==> config.mk <==
export PLATFORM = sky130hd
export DESIGN_NAME = ps2_key_event_decoder
export DESIGN_NICKNAME = d
export VERILOG_FILES = /design/src/rtl/ps2_pkg.sv /design/src/rtl/ps2_ascii_lut.sv /design/src/rtl/ps2_key_event_decoder.sv
export SDC_FILE = /design/constraint.sdc
export NUM_CORES = 1
export LEC_CHECK = 0
export ABC_AREA = 1
export CORE_MARGIN = 8
export CORE_UTILIZATION = 65
export DETAILED_ROUTE_END_ITERATION = 7
export PLACE_DENSITY = 0.84
export SLEW_MARGIN = 15
export SYNTH_ARGS = -nofsm -noshare
export SYNTH_HDL_FRONTEND = slang
export SYNTH_SLANG_ARGS = --single-unit
==> constraint.sdc <==
create_clock -name clk -period 7.32 [get_ports clk]
set_clock_uncertainty 0.15 [all_clocks]
set_input_delay 1.464 -clock clk [delete_from_list [all_inputs] [get_ports clk]]
set_output_delay 1.464 -clock clk [all_outputs]
set_load 0.005 [all_outputs]
==> src/rtl/ps2_pkg.sv <==
// ps2_pkg: scan-code constants, decoder state and the queued key-event record
package ps2_pkg;
  localparam logic [7:0] SC_E0 = 8'hE0;
  localparam logic [7:0] SC_E1 = 8'hE1;
  localparam logic [7:0] SC_F0 = 8'hF0;
  localparam logic [7:0] SC_LSHIFT = 8'h12;
  localparam logic [7:0] SC_RSHIFT = 8'h59;
  localparam logic [7:0] SC_CTRL = 8'h14;
  localparam logic [7:0] SC_ALT = 8'h11;
  localparam logic [7:0] SC_CAPS = 8'h58;
  localparam int EVT_W = 18;
  typedef enum logic [2:0] {S_IDLE, S_EXT, S_BRK, S_EXT_BRK, S_SKIP} state_e;
  typedef struct packed {
    logic       rel;
    logic       ext;
    logic [7:0] scan;
    logic [7:0] ascii;
  } evt_t;
endpackage

==> src/rtl/ps2_ascii_lut.sv <==
// ps2_ascii_lut: set-2 scan code plus modifier state to ASCII, 8'h00 when unmapped
module ps2_ascii_lut (
  input  logic       ext_i,
  input  logic [7:0] scan_i,
  input  logic       shift_i,
  input  logic       caps_i,
  input  logic       ctrl_i,
  output logic [7:0] ascii_o
);
  logic [7:0] lo, hi;
  logic letter;
  always_comb begin
    case (scan_i)
      8'h1C: {lo, hi} = {"a", "A"};
      8'h32: {lo, hi} = {"b", "B"};
      8'h21: {lo, hi} = {"c", "C"};
      8'h23: {lo, hi} = {"d", "D"};
      8'h24: {lo, hi} = {"e", "E"};
      8'h2B: {lo, hi} = {"f", "F"};
      8'h34: {lo, hi} = {"g", "G"};
      8'h33: {lo, hi} = {"h", "H"};
      8'h43: {lo, hi} = {"i", "I"};
      8'h3B: {lo, hi} = {"j", "J"};
      8'h42: {lo, hi} = {"k", "K"};
      8'h4B: {lo, hi} = {"l", "L"};
      8'h3A: {lo, hi} = {"m", "M"};
      8'h31: {lo, hi} = {"n", "N"};
      8'h44: {lo, hi} = {"o", "O"};
      8'h4D: {lo, hi} = {"p", "P"};
      8'h15: {lo, hi} = {"q", "Q"};
      8'h2D: {lo, hi} = {"r", "R"};
      8'h1B: {lo, hi} = {"s", "S"};
      8'h2C: {lo, hi} = {"t", "T"};
      8'h3C: {lo, hi} = {"u", "U"};
      8'h2A: {lo, hi} = {"v", "V"};
      8'h1D: {lo, hi} = {"w", "W"};
      8'h22: {lo, hi} = {"x", "X"};
      8'h35: {lo, hi} = {"y", "Y"};
      8'h1A: {lo, hi} = {"z", "Z"};
      8'h45: {lo, hi} = {"0", ")"};
      8'h16: {lo, hi} = {"1", "!"};
      8'h1E: {lo, hi} = {"2", "@"};
      8'h26: {lo, hi} = {"3", "#"};
      8'h25: {lo, hi} = {"4", "$"};
      8'h2E: {lo, hi} = {"5", "%"};
      8'h36: {lo, hi} = {"6", "^"};
      8'h3D: {lo, hi} = {"7", "&"};
      8'h3E: {lo, hi} = {"8", "*"};
      8'h46: {lo, hi} = {"9", "("};
      8'h0E: {lo, hi} = {8'h60, "~"};
      8'h4E: {lo, hi} = {"-", "_"};
      8'h55: {lo, hi} = {"=", "+"};
      8'h54: {lo, hi} = {"[", "{"};
      8'h5B: {lo, hi} = {"]", "}"};
      8'h5D: {lo, hi} = {"\\", "|"};
      8'h4C: {lo, hi} = {";", ":"};
      8'h52: {lo, hi} = {"'", "\""};
      8'h41: {lo, hi} = {",", "<"};
      8'h49: {lo, hi} = {".", ">"};
      8'h4A: {lo, hi} = {"/", "?"};
      8'h76: {lo, hi} = 16'h1B1B;
      8'h66: {lo, hi} = 16'h0808;
      8'h5A: {lo, hi} = 16'h0D0D;
      8'h29: {lo, hi} = 16'h2020;
      8'h0D: {lo, hi} = 16'h0909;
      default: {lo, hi} = 16'h0000;
    endcase
  end
  assign letter = (lo >= "a") && (lo <= "z");
  // ctrl folds letters onto 01..1A and overrides shift/caps
  assign ascii_o = ext_i ? {1'b1, scan_i[6:0]} :
                   letter ? (ctrl_i ? lo - 8'h60 : (shift_i ^ caps_i) ? lo - 8'h20 : lo) :
                   shift_i ? hi : lo;
endmodule

==> src/rtl/ps2_key_event_decoder.sv <==
// ps2_key_event_decoder: PS/2 set-2 byte stream to queued key events with modifier tracking
module ps2_key_event_decoder
  import ps2_pkg::*;
#(
  parameter int FIFO_DEPTH    = 8,
  parameter bit EMIT_RELEASE  = 1'b1,
  parameter bit REPEAT_FILTER = 1'b1
) (
  input  logic                        clk,
  input  logic                        rst_n,
  input  logic                        ps2_code_new,
  input  logic [7:0]                  ps2_code,
  output logic                        evt_valid,
  input  logic                        evt_ready,
  output logic                        evt_release,
  output logic                        evt_ext,
  output logic [7:0]                  evt_scan,
  output logic [7:0]                  evt_ascii,
  output logic [3:0]                  mods,
  output logic [$clog2(FIFO_DEPTH):0] fifo_level,
  output logic                        overflow
);
  localparam int AW = $clog2(FIFO_DEPTH);
  logic new_q, stb;
  state_e state_q, state_d;
  logic [2:0] cnt_q, cnt_d;
  logic fin, fin_rel, fin_ext;
  logic shift_q, shift_d, ctrl_q, ctrl_d, alt_q, alt_d, caps_q, caps_d, caps_held_q, caps_held_d;
  logic [8:0] held_q, held_d;
  logic held_v_q, held_v_d;
  logic sh_code, is_shift, is_ctrl, is_alt, is_caps, is_mod, is_held;
  logic push_d, push_q;
  logic [7:0] ascii;
  evt_t evt_d, evt_q, head;
  logic [EVT_W-1:0] mem_q [FIFO_DEPTH];
  logic [AW-1:0] wr_q, rd_q;
  logic [AW:0] lvl_q;
  logic full, pop, wr, ovf_q;
  assign stb = ps2_code_new & ~new_q;
  always_ff @(posedge clk or negedge rst_n)
    if (!rst_n) begin
      new_q   <= 1'b0;
      state_q <= S_IDLE;
      cnt_q   <= '0;
    end else begin
      new_q   <= ps2_code_new;
      state_q <= state_d;
      cnt_q   <= cnt_d;
    end
  always_comb begin
    state_d = state_q;
    cnt_d   = cnt_q;
    if (stb)
      case (state_q)
        S_IDLE: begin
          state_d = ps2_code == SC_E0 ? S_EXT : ps2_code == SC_F0 ? S_BRK :
                    ps2_code == SC_E1 ? S_SKIP : S_IDLE;
          cnt_d   = 3'd7;
        end
        S_EXT:   state_d = ps2_code == SC_F0 ? S_EXT_BRK : ps2_code == SC_E0 ? S_EXT : S_IDLE;
        S_BRK:   state_d = ps2_code == SC_E0 ? S_EXT_BRK : S_IDLE;
        S_SKIP: begin
          state_d = cnt_q == 3'd1 ? S_IDLE : S_SKIP;
          cnt_d   = cnt_q - 3'd1;
        end
        default: state_d = S_IDLE;
      endcase
  end
  always_comb begin
    fin_rel = state_q inside {S_BRK, S_EXT_BRK};
    fin_ext = state_q inside {S_EXT, S_EXT_BRK};
    fin     = stb & (state_q == S_IDLE ? !(ps2_code inside {SC_E0, SC_F0, SC_E1}) :
                     state_q == S_EXT  ? !(ps2_code inside {SC_E0, SC_F0}) :
                     state_q == S_BRK  ? ps2_code != SC_E0 :
                     state_q == S_EXT_BRK);
  end
  ps2_ascii_lut u_lut (
    .ext_i  (fin_ext),
    .scan_i (ps2_code),
    .shift_i(shift_q),
    .caps_i (caps_q),
    .ctrl_i (ctrl_q),
    .ascii_o(ascii)
  );
  // E0-prefixed shift codes are fake shifts: counted as modifiers so they are swallowed
  always_comb begin
    sh_code     = ps2_code inside {SC_LSHIFT, SC_RSHIFT};
    is_shift    = sh_code & ~fin_ext;
    is_ctrl     = ps2_code == SC_CTRL;
    is_alt      = ps2_code == SC_ALT;
    is_caps     = (ps2_code == SC_CAPS) & ~fin_ext;
    is_mod      = sh_code | is_ctrl | is_alt | is_caps;
    is_held     = held_v_q & (held_q == {fin_ext, ps2_code});
    shift_d     = fin & is_shift ? ~fin_rel : shift_q;
    ctrl_d      = fin & is_ctrl ? ~fin_rel : ctrl_q;
    alt_d       = fin & is_alt ? ~fin_rel : alt_q;
    caps_d      = fin & is_caps & ~fin_rel & ~caps_held_q ? ~caps_q : caps_q;
    caps_held_d = fin & is_caps ? ~fin_rel : caps_held_q;
    push_d      = fin & ~is_mod & (fin_rel ? EMIT_RELEASE : ~(REPEAT_FILTER & is_held));
    held_d      = fin & ~is_mod & ~fin_rel ? {fin_ext, ps2_code} : held_q;
    held_v_d    = fin & ~is_mod ? (fin_rel ? held_v_q & ~is_held : 1'b1) : held_v_q;
    evt_d       = '{rel: fin_rel, ext: fin_ext, scan: ps2_code, ascii: ascii};
  end
  always_ff @(posedge clk or negedge rst_n)
    if (!rst_n) begin
      shift_q     <= 1'b0;
      ctrl_q      <= 1'b0;
      alt_q       <= 1'b0;
      caps_q      <= 1'b0;
      caps_held_q <= 1'b0;
      held_q      <= '0;
      held_v_q    <= 1'b0;
      push_q      <= 1'b0;
      evt_q       <= '0;
    end else begin
      shift_q     <= shift_d;
      ctrl_q      <= ctrl_d;
      alt_q       <= alt_d;
      caps_q      <= caps_d;
      caps_held_q <= caps_held_d;
      held_q      <= held_d;
      held_v_q    <= held_v_d;
      push_q      <= push_d;
      evt_q       <= evt_d;
    end
  assign full = lvl_q == (AW+1)'(FIFO_DEPTH);
  assign pop  = evt_ready & (lvl_q != '0);
  assign wr   = push_q & (~full | pop);
  always_ff @(posedge clk)
    if (wr) mem_q[wr_q] <= evt_q;
  always_ff @(posedge clk or negedge rst_n)
    if (!rst_n) begin
      wr_q  <= '0;
      rd_q  <= '0;
      lvl_q <= '0;
      ovf_q <= 1'b0;
    end else begin
      wr_q  <= wr_q + AW'(wr);
      rd_q  <= rd_q + AW'(pop);
      lvl_q <= lvl_q + (AW+1)'(wr) - (AW+1)'(pop);
      ovf_q <= push_q & full & ~pop;
    end
  assign head        = evt_t'(mem_q[rd_q]);
  assign evt_valid   = lvl_q != '0;
  assign evt_release = evt_valid & head.rel;
  assign evt_ext     = evt_valid & head.ext;
  assign evt_scan    = evt_valid ? head.scan : 8'h00;
  assign evt_ascii   = evt_valid ? head.ascii : 8'h00;
  assign mods        = {caps_q, alt_q, ctrl_q, shift_q};
  assign fifo_level  = lvl_q;
  assign overflow    = ovf_q;
endmodule

======== Word-level counts from Yosys, hierarchy flattened ========
Memory sizes are Yosys's and may differ from the RTL's.
Cells that the tools add are included.
cells by class
  $lt $le $gt $ge ......................... 2
  reduce and logical (&&, ||, !) cells .... 12
  bitwise logic cells ..................... 35
  add/subtract/negate cells ............... 7
  mux-type cells .......................... 24
  equality and inequality tests ........... 16
operators by type and width
  cell                                                                    number
  8-bit two-way mux                                                       7
  8-bit by 5-bit equality test with 1-bit output (second input constant)  3
  8-bit equality test (second input constant)                             3
  1-bit bitwise AND                                                       21
  8-bit by 7-bit equality test with 1-bit output (second input constant)  2
  16-bit two-way mux                                                      1
  3-bit two-way mux                                                       4
  3-bit case mux with 4 select lines                                      1
  2-bit nonzero test                                                      5
  9-bit equality test                                                     1
  1-bit NOT                                                               9
  8-bit by 7-bit >= comparator with 1-bit output (second input constant)  1
  8-bit by 7-bit <= comparator with 1-bit output (second input constant)  1
  1-bit two-way mux                                                       8
  8-bit inequality test (second input constant)                           1
  8-bit by 6-bit subtractor with 8-bit output (second input constant)     1
  8-bit by 7-bit subtractor with 8-bit output (second input constant)     1
  3-bit by 1-bit adder with 3-bit output                                  2
  3-bit by 1-bit equality test with 1-bit output (second input constant)  2
  3-bit by 2-bit equality test with 1-bit output (second input constant)  2
  3-bit case mux with 2 select lines                                      1
  4-bit by 1-bit adder with 4-bit output                                  1
  4-bit equality test (second input constant)                             1
  2-bit two-way mux                                                       2
  11 further kinds                                                        15
storage, ports and cells
  word-level logic and storage cells ...... 117
  ROM bits ................................ 1792
  bits in registers ....................... 52
  output and inout bits ................... 28
  memory bits (writable) .................. 144
  input bits .............................. 12
  memories kept ........................... 2
memories
  memory            words  width  rd ports  clocked after Yosys merged registers in  write ports  RTL line                     RTL
  (name not given)  128    14     1         0                                        0            ps2_ascii_lut.sv:13          case (scan_i)
  mem_q             8      18     1         0                                        1            ps2_key_event_decoder.sv:35  logic [EVT_W-1:0] mem_q [FIFO_DEPTH];

======== Logic depth before layout (Yosys ltp) ========
Gate-level depths: netlist of run 1.
  word-level depth ........................ 9
  depth in mapped cells ................... 19
  depth with buffers taken out ............ 19

======== Cells and area by module ========
Synthesis of run 1 repeated with hierarchy kept, for this count alone.
second synthesis, totals
  cells, all modules ...................... 1058
  area total of the unflattened synthesis .. 9977.1 um^2
modules (own cells, without submodules)
  module                 area an instance (um^2)  cells an instance  instances  seq. area each (um^2)
  ps2_key_event_decoder  7975.1                   663                1          5625.4
  ps2_ascii_lut          2001.9                   395                1          0.0

======== Least setup slack after synthesis of run 1 ========
OpenSTA, ideal clock, no wires.
  path kind ............................... input port to flip-flop
  start ................................... input ps2_code[0]
  end ..................................... register evt_q[6] (netlist bit)
  setup time .............................. 0.065 ns
  stages on the path ...................... 19
  path buffers ............................ 0
  data arrival time ....................... 3.379 ns
  data required time ...................... 7.105 ns
  slack ................................... 3.727 ns
  cells stage by stage .................... inv_1 -> ha_1 -> nand2_4 -> inv_2 -> nand3_1 -> inv_1 -> nor2_1 -> o21ai_1 -> nand3_1 -> nand2_1 -> inv_1 -> ha_1 -> o21ai_0 -> inv_1 -> a21oi_1 -> nand4_1 -> nand2_1 -> nand2_1 -> nand2_1
between the ends
  word-level cells in the longest chain between the ends .. 7
  elaborated cells on any way between the ends .. 12
  those cells by class .................... 2 x add/sub; 2 x order compare; 6 x mux; 1 x reduce/logical; 1 x memory
ends and longest elaborated chain
  item                                         RTL line                      RTL
  start, declared                              ps2_key_event_decoder.sv:12   input logic [7:0] ps2_code,
  memory 128 x 14 bit (*)                      --
  16-bit two-way mux (*)                       ps2_ascii_lut.sv:13
  8-bit by 6-bit subtractor with 8-bit output  ps2_ascii_lut.sv:72           letter ? (ctrl_i ? lo - 8'h60 : (shift_i ^ caps_i) ? lo - 8'h20 : lo) :
  8-bit two-way mux (2 in series)              ps2_ascii_lut.sv:72
  8-bit two-way mux (*)                        ps2_ascii_lut.sv:72
  8-bit two-way mux (*)                        ps2_ascii_lut.sv:71           assign ascii_o = ext_i ? {1'b1, scan_i[6:0]} :
  via ascii[6]                                 ps2_key_event_decoder.sv:33   logic [7:0] ascii;
  end signal, assigned                         ps2_key_event_decoder.sv:124  evt_q <= evt_d;
  end, declared                                ps2_key_event_decoder.sv:34   evt_t evt_d, evt_q, head;
The timed path passes the listed nets; every way through them passes the cells marked *.
A chain may end at the register's enable or synchronous reset.

======== Final worst setup path of run 1 ========
  start ................................... register rd_q[1]
  end ..................................... output evt_scan[2]
between the ends
  word-level cells in the longest chain between the ends .. 2
ends and longest elaborated chain
  item                    RTL line                      RTL
  start, declared         ps2_key_event_decoder.sv:36   logic [AW-1:0] wr_q, rd_q;
  start signal, assigned  ps2_key_event_decoder.sv:139  rd_q <= rd_q + AW'(pop);
  memory 8 x 18 bit       --
  8-bit two-way mux       ps2_key_event_decoder.sv:147  assign evt_scan = evt_valid ? head.scan : 8'h00;
  end, declared           ps2_key_event_decoder.sv:17   output logic [7:0] evt_scan,
Every way passes these cells.

==> flow_metrics.env, run 1 <==
export IMPL_ys_async_sr_fraction_pct=26.5
export IMPL_nNetsFinal=1072
export IMPL_hold_buffers=0
export IMPL_status="complete, no violations"
export IMPL_dr_total_vias=7575
export IMPL_synth_flop_cell="edfxtp_1"
export IMPL_wl_per_cell_um=19.9
export IMPL_die_x_um=139
export IMPL_gp_congestion=0.994
export IMPL_startpoint_type="register"
export IMPL_max_freq_ghz=0.193
export IMPL_startpoint="rd_q[1]"
export IMPL_syn_to_final_growth_pct=11.1
export IMPL_rr_endpoint="mem_q[2][13]"
export IMPL_rsz0062_at_grt="false"
export IMPL_fin_crit_sh_pct=70.7
export IMPL_wl_um=24600
export IMPL_peakVddDrop_mv=0.212
export IMPL_dr_pass1_iters=6
export IMPL_crit_path_max_incr_delay_ps=1000
export IMPL_regToRegStartpoint="fifo_level[2]"
export IMPL_syn_area_sq_um=9770
export IMPL_io_buffers=39
export IMPL_drive_above_1_share_pct=9.81
export IMPL_fp_dieH_um=139
export IMPL_path_clk_slew_ps=80
export IMPL_busiest_layer="met2"
export IMPL_power_density_nw_per_um2=328
export IMPL_met2_usage_pct=42.5
export IMPL_drc=0
export IMPL_path_cells="buf_4 > clkinv_1 > nor2_1 > o21ai_0 > a31oi_1 > clkdlybuf4s50_1"
export IMPL_cp_end_kind="output port"
export IMPL_drtIter0Drc=887
export IMPL_slew_headroom_pct=18.1
export IMPL_clock_sinks=196
export IMPL_reg2reg_depth=8
export IMPL_antenna_found_initial=0
export IMPL_ant_nets=0
export IMPL_synth_edf_count=144
export IMPL_period_needed_ps=5170
export IMPL_seqPwrFrac_pct=38.6
export IMPL_avgSynthCellArea_sq_um=9.58
export IMPL_hold_start="held_v_q"
export IMPL_hold_path_class="register to register"
export IMPL_met3_usage_pct=5.00
export IMPL_die_area_sq_um=19200
export IMPL_yosysUniqueCellTypes=47
export IMPL_syn_num_nets=1055
export IMPL_clk_path_buf_depth=2
export IMPL_power_leakage_nw=4.35
export IMPL_cts_buffers=17
export IMPL_start_util_pct=65.5
export IMPL_max_slew_worst_pin_slew_ps=1230
export IMPL_tns_ps=0
export IMPL_seq_area_frac_synth_pct=57.6
export IMPL_synthCells=1020
export IMPL_coreArea_sq_um=14900
export IMPL_grt_max_degree=74
export IMPL_avgViaCountPerCell=6.12
export IMPL_cp_max_fo=38
export IMPL_rows=45
export IMPL_p_sw_mw=1.25
export IMPL_r2r_setup_slack_ps=3850
export IMPL_hold_viol_final=0
export IMPL_netSwitchingFraction_pct=35.1
export IMPL_num_io_pins=40
export IMPL_maxCapViolCount=0
export IMPL_grt_pass1_wl_um=39000
export IMPL_yosysWarnings=0
export IMPL_dpl_cell_count=1206
export IMPL_p_int_mw=2.31
export IMPL_critPathRequiredTime_ps=5710
export IMPL_p_comb_share_pct=33.7
export IMPL_p_clk_share_pct=27.6
export IMPL_dpl_hpwl_um=15400
export IMPL_num_fill_cells=1008
export IMPL_grt_pass1_vias=7422
export IMPL_n_antenna_cell=0
export IMPL_whs_ps=319
export IMPL_setup_viol=0
export IMPL_worstSetupPathType="register to output port"
export IMPL_clockRootBuffer="clkbuf_16"
export IMPL_post_route_util_pct=72.8
export IMPL_cts_tree="yes"
export IMPL_cp_slowest_cell="clkinv_1"
export IMPL_grt_overflow_total=0
export IMPL_arrival_ps=3560
export IMPL_post_cts_buffers=0
export IMPL_finalNonFillerCells=1238
export IMPL_grt_util_all_layers_pct=25.5
export IMPL_slew_violations=0
export IMPL_insertion_delay_ps=450
export IMPL_grt_use_met1_pct=31.3
export IMPL_htree_levels=4
export IMPL_ys_seq_elements=196
export IMPL_post_cts_resized=0
export IMPL_critical_path_endpoint="evt_scan[2]"
worst max-delay path: cells and delay by family (launching register included):
kind | cells | cell delay (ps)
AOI/OAI and AO/OA | 2 | 420
DFF | 1 | 330
buffers and inverters | 3 | 1970
and+or+nand+nor | 1 | 380
flip-flops by register name, summed over array words and instances (netlist names), 3 cells and up:
register	flops
cnt_q	3
fifo_level	4
wr_q	3
evt_q	18
rd_q	3
state_q	3
held_q	9
mem_q	144
metrics by stage:
step | instance area (sq um) | total power, mW | setup WS, ps
5_1_grt | 10900 | 3.74 | 1970
2_1_floorplan | 9770 | 2.10 | 3730
3_5_place_dp | 10200 | 2.58 | 2250
4_1_cts | 10900 | 3.57 | 2200
6_report | 10900 | 3.57 | 2150
3_3_place_gp | 10200 | 2.53 | 2390
power groups by stage:
stage	registers [mW]	logic [mW]	clock network, mW
3_5_place_dp	1.40	1.18	0
4_1_cts	1.38	1.20	0.988
6_report	1.38	1.20	0.985
3_3_place_gp	1.39	1.14	0
5_1_grt	1.39	1.33	1.02
2_1_floorplan	1.38	0.718	0
layout by cell type, fill, tap and decap left out, types with 22 or more instances in the layout:
cell type        instances
a31oi_1                 22
clkdlybuf4s50_1         38
dfrtp_1                 51
edfxtp_1               144
ha_1                    22
inv_1                   54
nand2_1                201
nand3_1                 44
nor2_1                 140
o21ai_0                117
cells in the mapped netlist, drive strengths merged (7+ instances only):
cell type    n  share of area (%)
nand4       10               0.64
dfrtp       52                 13
nor2       154                6.5
inv         64                2.5
a21oi       21                1.2
ha          22                2.8
nand3       51                3.1
edfxtp     144                 44
xnor2        7               0.63
buf         24                1.7
o22ai       20                1.3
nand2      222                9.3
a31oi       22                1.4
o21ai      137                7.2
clkbuf      27                1.0
per-layer routing:
layer	wire [um]	part of all wire, %
met4	920	3.7
met3	1810	7.4
met2	12200	50
met1	9620	39
met5	0	0
cells by family after synthesis:
logic type,share of synthesized area (%)
fa+ha+maj,3.02
flops,57.6
buf+inv,5.48
simple gates,20.4
compound gates,12.4
xor+xnor,1.17
worst min-delay path by stage:
| stage | to | cells after the start |
|---|---|---|
| finish | push_q | 1 |
| global route | push_q | 1 |
| CTS | push_q | 1 |
| detailed placement | push_q | 1 |
| global placement | push_q | 1 |
| floorplan | push_q | 1 |
area by class of cell:
type | count | area, sq um | share of cell area, %
well taps | 188 | 235 | 2.17
flip-flops and latches | 196 | 5630 | 51.8
inverters | 70 | 269 | 2.48
multi-input cells | 703 | 3630 | 33.4
clock buffers | 17 | 425 | 3.92
repair buffers | 49 | 460 | 4.24
clock inverters | 15 | 209 | 1.92
No activity file was read; power rests on OpenSTA's default activity.
==> run 2: changes to the inputs <==
Settings changed: CORE_UTILIZATION 65 to 55, PLACE_DENSITY 0.84 to 0.76.
Clock period 7.32 ns to 4.3 ns, I/O delays scaled along.
==> run 2 against run 1 <==
Final area rose by 1.5%. Highest routed layer unchanged. Worst hold slack got worse by 44 ps. Critical path depth rose by 1. Largest cell class unchanged. Via count fell by 1.4%. Count of clock-buffer cells in the layout did not move. Core utilization fell by 9.3 points. Cell count rose by 4.4%. Clock power rose by 58%. Non-clock buffer count rose by 18. Sequential share of layout area fell by 0.75 points.
==> flow_metrics.env, run 2 (synthesized netlist as in run 1, its figures left out) <==
export IMPL_hold_buffers=0
export IMPL_cp_end_kind="output port"
export IMPL_cts_tree="yes"
export IMPL_max_slew_worst_pin_slew_ps=858
export IMPL_hold_path_class="input pin to async pin"
export IMPL_cp_max_fo=49
export IMPL_reg2reg_depth=12
export IMPL_arrival_ps=2820
export IMPL_path_clk_slew_ps=80
export IMPL_drc=0
export IMPL_post_cts_buffers=0
export IMPL_peakVddDrop_mv=0.369
export IMPL_drive_above_1_share_pct=11.2
export IMPL_die_area_sq_um=22300
export IMPL_mostFrequentLayoutCells="nand2_1 (201), edfxtp_1 (144), nor2_1 (141)"
export IMPL_power_density_nw_per_um2=541
export IMPL_critical_path_endpoint="evt_scan[2]"
export IMPL_status="complete, no violations"
export IMPL_die_x_um=149
export IMPL_htree_levels=4
export IMPL_reg_largest_list="mem_q x144, evt_q x18, held_q x9"
export IMPL_grt_overflow_total=0
export IMPL_tns_ps=0
export IMPL_critPathRequiredTime_ps=3290
export IMPL_rows=48
export IMPL_period_needed_ps=3830
export IMPL_post_cts_resized=0
export IMPL_rr_endpoint="fifo_level[1]"
export IMPL_insertion_delay_ps=440
export IMPL_hold_viol_final=0
export IMPL_fp_dieH_um=149
export IMPL_wl_met3_um=1450
export IMPL_n_antenna_cell=0
export IMPL_slew_violations=0
export IMPL_clk_path_buf_depth=2
export IMPL_syn_to_final_growth_pct=12.7
export IMPL_coreArea_sq_um=17400
export IMPL_startpoint_type="register"
export IMPL_avgViaCountPerCell=5.78
export IMPL_drtIter0Drc=785
export IMPL_grt_max_degree=74
export IMPL_wl_per_cell_um=19.5
export IMPL_finalNonFillerCells=1293
export IMPL_grt_util_all_layers_pct=23.2
export IMPL_ant_nets=0
export IMPL_top_layer_used="met4"
export IMPL_worstSetupPathType="register to output port"
export IMPL_setup_viol=0
export IMPL_grt_pass1_wl_um=40100
export IMPL_fin_crit_sh_pct=89.1
export IMPL_dr_pass1_iters=5
export IMPL_io_buffers=39
export IMPL_num_io_pins=40
export IMPL_regToRegStartpoint="fifo_level[2]"
export IMPL_post_route_util_pct=63.5
export IMPL_cts_buffers=17
export IMPL_mostFrequentLayoutCell="nand2_1"
export IMPL_clock_sinks=196
export IMPL_maxCapViolCount=0
export IMPL_nNetsFinal=1090
export IMPL_slew_headroom_pct=42.7
export IMPL_dpl_hpwl_um=16800
export IMPL_regMostFlops="mem_q"
export IMPL_dpl_cell_count=1261
export IMPL_rsz0062_at_grt="false"
export IMPL_antenna_found_initial=0
export IMPL_power_leakage_nw=4.42
export IMPL_met1Wirelength_um=10600
export IMPL_dr_total_vias=7472
export IMPL_clockRootBuffer="clkbuf_16"
export IMPL_met2WireLength_um=12300
export IMPL_start_util_pct=56.3
export IMPL_max_freq_ghz=0.261
export IMPL_wl_um=25200
export IMPL_largest_reg_flops=144
export IMPL_gp_congestion=0.982
export IMPL_r2r_setup_slack_ps=1420
export IMPL_startpoint="rd_q[0]"
export IMPL_grt_pass1_vias=7280
[run 2: cell types whose count changed in the layout (fill, tap and decap cells not counted), moves of 2 or more]
cell       change
buf_12         +2
inv_8          +2
bufinv_16      -2
buf_4         +16
[run 2: area by class of cell]
class	instances	area [sq um]
Clock buffer	17	425
Clock inverter	15	170
Fill cell	1416	6340
Inverter	70	269
Multi-Input combinational cell	703	3620
Sequential cell	196	5630
Tap cell	225	282
Timing Repair Buffer	67	621
[run 2: power by group]
part | internal (mW) | switching [mW]
combinational | 0.851 | 1.22
sequential | 2.23 | 0.107
clock | 0.785 | 0.774
total | 3.87 | 2.10
[run 2: through the flow]
step	hold slack [ps]	setup slack, ps	power (mW)	cell area, sq um
floorplan	272	1310	3.57	9770
global placement	284	458	4.39	10400
detailed placement	288	365	4.45	10400
CTS	265	437	5.99	11000
global route	309	239	6.30	11000
finish	275	468	5.96	11000
[run 2: per-layer routing]
layer | global-route usage, % | up-vias
li1 | - | 3566
met1 | 29.6 | 3541
met2 | 38.3 | 299
met3 | 3.55 | 66
met4 | 10.6 | 0
met5 | 0 | -
[run 2: how the worst min path moves through the flow]
stage | slack, ps | endpoint | startpoint
floorplan | 270 | push_q | held_v_q
global placement | 280 | push_q | held_v_q
detailed placement | 290 | push_q | held_v_q
CTS | 260 | cnt_q[1] | rst_n
global route | 310 | cnt_q[2] | rst_n
finish | 280 | cnt_q[1] | rst_n
[run 2: critical path, stage by stage (launching register included)]
cell and delay (ps):
dfrtp_2 360, clkinv_1 520, buf_12 410, o21ai_0 260, o22ai_1 100, o21ai_0 150, a31oi_1 90, clkdlybuf4s50_1 480
==> run 3: changes to the inputs <==
Settings changed: SKIP_CTS_REPAIR_TIMING set to 1.
==> results of run 3 <==
Same layout as run 2: the final DEF is identical, and so are final timing and power.
